<file path="src/rtl/freq_meter_pkg.sv">
// rtl/freq_meter_pkg.sv - shared state encodings, default sizes and divider terminal counts
package freq_meter_pkg;

   // Two-bit encoding leaves room for a future ARM state.
   localparam logic [1:0] FM_IDLE    = 2'd0;
   localparam logic [1:0] FM_MEASURE = 2'd1;

   localparam int FM_CNT_W_DEF   = 24;
   localparam int FM_TIMEOUT_DEF = 16_777_215;
   localparam int FM_SYNC_N_DEF  = 2;

   // Clock divider half-period terminal counts at 100 MHz (output toggles every tc+1 cycles).
   localparam int FM_CLK_HZ      = 100_000_000;
   localparam int FM_DIV_TC_10K  = 4_999;
   localparam int FM_DIV_TC_100  = 499_999;

   function automatic int fm_div_period(input int tc);
      return 2 * (tc + 1);
   endfunction

endpackage

</file>
<file path="src/rtl/sync_edge_det.sv">
// rtl/sync_edge_det.sv - multi-stage synchronizer with registered rising-edge pulse
module sync_edge_det #(
   parameter int SYNC_N = 2
) (
   input  logic clk,
   input  logic rst_n,
   input  logic sig_in,
   output logic sig_s,
   output logic rise
);

   logic [SYNC_N-1:0] sync_q;
   logic              sig_s_d;

   always_ff @(posedge clk or negedge rst_n) begin
      if (!rst_n) begin
         sync_q  <= '0;
         sig_s_d <= 1'b0;
      end else begin
         sync_q  <= {sync_q[SYNC_N-2:0], sig_in};
         sig_s_d <= sig_s;
      end
   end

   assign sig_s = sync_q[SYNC_N-1];
   assign rise  = sig_s & ~sig_s_d;

endmodule

</file>
<file path="src/rtl/freq_meter.sv">
// rtl/freq_meter.sv - measures period and high time of a slow input in clk cycles
module freq_meter
   import freq_meter_pkg::*;
#(
   parameter int CNT_W   = FM_CNT_W_DEF,
   parameter int TIMEOUT = FM_TIMEOUT_DEF,
   parameter int SYNC_N  = FM_SYNC_N_DEF
) (
   input  logic             clk,
   input  logic             rst_n,
   input  logic             en,
   input  logic             sig_in,
   output logic [CNT_W-1:0] period,
   output logic [CNT_W-1:0] high_time,
   output logic             valid,
   output logic             timeout,
   output logic             busy
);

   localparam logic [CNT_W-1:0] TO_CNT = CNT_W'(TIMEOUT);
   localparam logic [CNT_W-1:0] ONE    = CNT_W'(1);

   logic             sig_s;
   logic             rise;
   logic [1:0]       state, state_nx;
   logic [CNT_W-1:0] cnt, cnt_nx;
   logic [CNT_W-1:0] hcnt, hcnt_nx;
   logic [CNT_W-1:0] period_nx, high_nx;
   logic             valid_nx, timeout_nx;

   sync_edge_det #(
      .SYNC_N (SYNC_N)
   ) u_sync (
      .clk    (clk),
      .rst_n  (rst_n),
      .sig_in (sig_in),
      .sig_s  (sig_s),
      .rise   (rise)
   );

   // Windows open on a rise with both counters at 1 so the opening edge cycle is included.
   always_comb begin
      state_nx   = state;
      cnt_nx     = cnt;
      hcnt_nx    = hcnt;
      period_nx  = period;
      high_nx    = high_time;
      valid_nx   = 1'b0;
      timeout_nx = 1'b0;
      case (state)
         FM_MEASURE: begin
            if (!en) begin
               state_nx = FM_IDLE;
            end else if (rise) begin
               period_nx = cnt;
               high_nx   = hcnt;
               valid_nx  = 1'b1;
               cnt_nx    = ONE;
               hcnt_nx   = ONE;
            end else if (cnt == TO_CNT) begin
               timeout_nx = 1'b1;
               state_nx   = FM_IDLE;
            end else begin
               cnt_nx  = cnt + ONE;
               hcnt_nx = hcnt + CNT_W'(sig_s);
            end
         end
         default: begin
            if (en && rise) begin
               state_nx = FM_MEASURE;
               cnt_nx   = ONE;
               hcnt_nx  = ONE;
            end
         end
      endcase
   end

   always_ff @(posedge clk or negedge rst_n) begin
      if (!rst_n) begin
         state     <= FM_IDLE;
         cnt       <= '0;
         hcnt      <= '0;
         period    <= '0;
         high_time <= '0;
         valid     <= 1'b0;
         timeout   <= 1'b0;
      end else begin
         state     <= state_nx;
         cnt       <= cnt_nx;
         hcnt      <= hcnt_nx;
         period    <= period_nx;
         high_time <= high_nx;
         valid     <= valid_nx;
         timeout   <= timeout_nx;
      end
   end

   assign busy = (state == FM_MEASURE);

endmodule

</file>
<file path="config.mk">
export PLATFORM = sky130hd
export DESIGN_NAME = freq_meter
export DESIGN_NICKNAME = d
export VERILOG_FILES = /design/src/rtl/freq_meter_pkg.sv /design/src/rtl/sync_edge_det.sv /design/src/rtl/freq_meter.sv
export SDC_FILE = /design/constraint.sdc
export NUM_CORES = 1
export LEC_CHECK = 0
export ABC_AREA = 1
export CAP_MARGIN = 20
export CORE_ASPECT_RATIO = 2
export CORE_MARGIN = 2
export CORE_UTILIZATION = 56
export CTS_BUF_LIST = sky130_fd_sc_hd__clkbuf_16
export DETAILED_ROUTE_END_ITERATION = 8
export MAX_ROUTING_LAYER = met4
export PLACE_DENSITY = 0.85
export SETUP_SLACK_MARGIN = 0.02
export SYNTH_ARGS = -nofsm -noshare
export SYNTH_HDL_FRONTEND = slang
export SYNTH_HIERARCHICAL = 1
export SYNTH_SLANG_ARGS = --single-unit
</file>
<file path="constraint.sdc">
create_clock -name clk -period 2.3 [get_ports clk]
set_clock_uncertainty 0.1 [all_clocks]
set_input_delay 0.345 -clock clk [delete_from_list [all_inputs] [get_ports clk]]
set_output_delay 0.345 -clock clk [all_outputs]
set_load 0.01 [all_outputs]
</file>
==> impl_results.md <==
- Clock Path Buffers: 2
- Largest family of logic cells by synthesized area: simple AND/OR/NAND/NOR gates
- Worst Hold End: u_sync/sync_q[0]
- Hpwl dp: 10,600 um
- Final instance area: 6340 um^2
- NumNets Final: 757
- Leak Pwr: 2.83 nW
- Overall power: 3.88 mW
- Startpoint types: register
- Sequential area share after synthesis: 0.481
- DR top layer: met4
- Synth unique cells: 28
- Max_cap viols: 0
- Yosys Warn Count: 6
- Core Rows: 50
- Largest delay share family, worst path: simple AND/OR/NAND/NOR gates
- Cell breakdown of the critical path: ha_1 > nand2_2 > nor2_4 > nand2_2 > nor2_4 > nand2_2 > nand2_4 > buf_4 > nand3_1 > o21ai_1
- Netlist Area Pre-Place: 5310 um^2
- Total wire length: 14,400 um
- Worst hold path cell count: 1
- Worst-Margin Slew: 0.546 ns
- Most common cell after layout, fill and taps aside: nand2_1
- FF-to-FF setup slack: 0.17 ns
- Placed cell area: 6020 um^2
- PortBufs: 54
- Avg Inst Size Synth: 7.70 um^2
- Final Hold Viols: 0
- CTS Buf Count: 9
- Syn nets: 697
- Simple-gate share of the synthesized area: 0.340
- Initial antenna violation count: 0
- Filler instances: 761
- Synth Area in Adders: 0.00707
- Fmax: 0.469 GHz
- Total die area: 10,300 um^2
- Drt drc: 0
- Number of global-route vias before repair: 4,795
- Cell count after synthesis: 690
- Slew Limit Fails: 0
- ANT nets after route: 0
- Share of cells above drive strength 1: 0.105
- Worst r2r src: cnt[1]
- Routed via count: 4,805
- Gr usage total: 0.302
- Area Growth Syn to Fin: 19.3%
- Most frequent cells in the layout: nand2_1, dfrtp_1, nand3_1
- Gpl congestion: 0.962
- CTS tree: done
- Clk slew on worst S/H paths: 0.08 ns
- CP Max Fanout: 32
- Slew HR: 0.636
- Fin crit share: 0.928
- Synthesized flop and latch total: 102
- Fin Hold WS: 0.330 ns
- Maximum vdd ir drop: 0.422 mV
- Minimum clock period: 2.13 ns
- Power Density: 612 nW/um^2
- Cell count after placement: 842
- CP Data Arrival Time: 2.31 ns
- Post-route setup TNS: 0 ns
- Sequential cell area: 2550 um^2
- Met2 Wirelength: 8070 um
- # diodes: 0
- Final worst setup slack: 0.166 ns
- Fin cells: 859
- Hold buffer count at CTS: 1
- WL met1: 5140 um
- Setup Crit Path Kind: reg2reg
- Synth Area in XOR/XNOR: 0.0165
- Multi-input gate area: 2360 um^2
- Setup Buffers After CTS: 0
- TritonRoute pass-1 iters: 5
- Post-synthesis mux area share: 0
- Complex-gate fraction of the synthesized area: 0.0820
- Post-Place Worst Slack: 0.214 ns
- Remaining Overflow, GRT: 0
- Post_cts resized: 0
- DR iter-0 viols: 442
- Reg2Reg Depth: 10
- Largest net degree at the start of global routing: 49
- Hold Crit Start: sig_in
- Slowest-stage cell, CP: dfrtp_1
- Buf/Inv on CP: 1
- Final Setup Violations: 0
- Core region area: 9320 um^2
- Via density: 5.59
- HP Class: in2reg
- Clock Latency Late Sink: 0.35 ns
- Starting Density: 0.570
- Wire per inst: 16.7 um
- CP max stage delay: 0.40 ns
- CP required: 2.47 ns
- Die height: 142 um
- Global-route wire length before repair: 23,200 um
- Most used cell, CP: nand2_2
- Post-Route Utilization: 0.680
- Die W: 72.9 um
- Setup repair after global routing missed its margin: false
- Sink Count: 102
- CTS root buffer: clkbuf_16
- Critical R2R Capture: cnt[13]
- CP Capture Type: register
- I/O pins: 55
- Status: finished clean
- H-tree depth: 3
- Met3 wire length: 510 um
==> worst max-delay path by stage <==
stage	startpoint	endpoint	slack [ns]	cells after the start
after floorplan	cnt[1]	cnt[3]	0.56	11
after global placement	cnt[1]	hcnt[11]	0.32	11
after detailed placement	cnt[1]	cnt[13]	0.21	10
after CTS	cnt[1]	cnt[13]	0.20	10
after global routing	cnt[1]	hcnt[15]	0.04	10
final	cnt[1]	cnt[13]	0.17	10
==> cell usage after synthesis <==
cell type | n | area (um^2)
nand2_1 | 205 | 769
dfrtp_1 | 102 | 2550
nand3_1 | 84 | 420
nor2_1 | 67 | 251
inv_1 | 62 | 233
o21ai_0 | 54 | 270
clkbuf_1 | 15 | 56.3
nand2_2 | 15 | 93.8
o21ai_2 | 14 | 123
nand4_1 | 13 | 81.3
xor2_1 | 9 | 78.8
o21ai_1 | 7 | 35.0
nor3_1 | 6 | 30.0
buf_6 | 5 | 56.3
nor2_2 | 5 | 31.3
nor2_4 | 4 | 45.0
buf_4 | 3 | 22.5
ha_1 | 3 | 37.5
inv_2 | 3 | 11.3
nand3b_1 | 3 | 22.5
nor4_1 | 3 | 18.8
nand2_4 | 2 | 22.5
buf_2 | 1 | 5.00
clkinv_1 | 1 | 3.75
inv_4 | 1 | 6.26
nand3_4 | 1 | 17.5
o211ai_1 | 1 | 7.51
xnor2_1 | 1 | 8.76
==> metal layers <==
layer,GRT usage,vias up
met4,0.156,0
met2,0.543,152
met3,0.0376,50
li1,-,2330
met5,-,-
met1,0.311,2273
==> cells by family (layout without fill, tap and decap cells) <==
family	after synthesis	after routing
AOI/OAI and AO/OA	76	76
xor gates and xnor gates	10	10
adders and majority gates	3	3
buffers and inverters	91	156
DFF	102	102
and+or+nand+nor	408	408
==> flip-flops by register name (all words and copies together) (netlist names) <==
register	flops
hcnt	24
u_sync/sync_q	2
timeout	1
state	1
cnt	24
period	24
high_time	24
u_sync/sig_s_d	1
valid	1
==> power by group <==
part	switching (mW)	internal [mW]	leakage [nW]
Combinational	0.224	0.157	1.27
Sequential	0.0526	1.87	1.40
Clock	0.720	0.860	0.150
==> cell type report <==
cell class / instances / area share
sequential: 102 / 0.403
multi-input combinational: 497 / 0.373
timing repair buffer: 73 / 0.116
inverter: 67 / 0.0401
clock buffer: 9 / 0.0355
tap: 104 / 0.0205
clock inverter: 7 / 0.0124
Power figures use the tool's default switching activity.
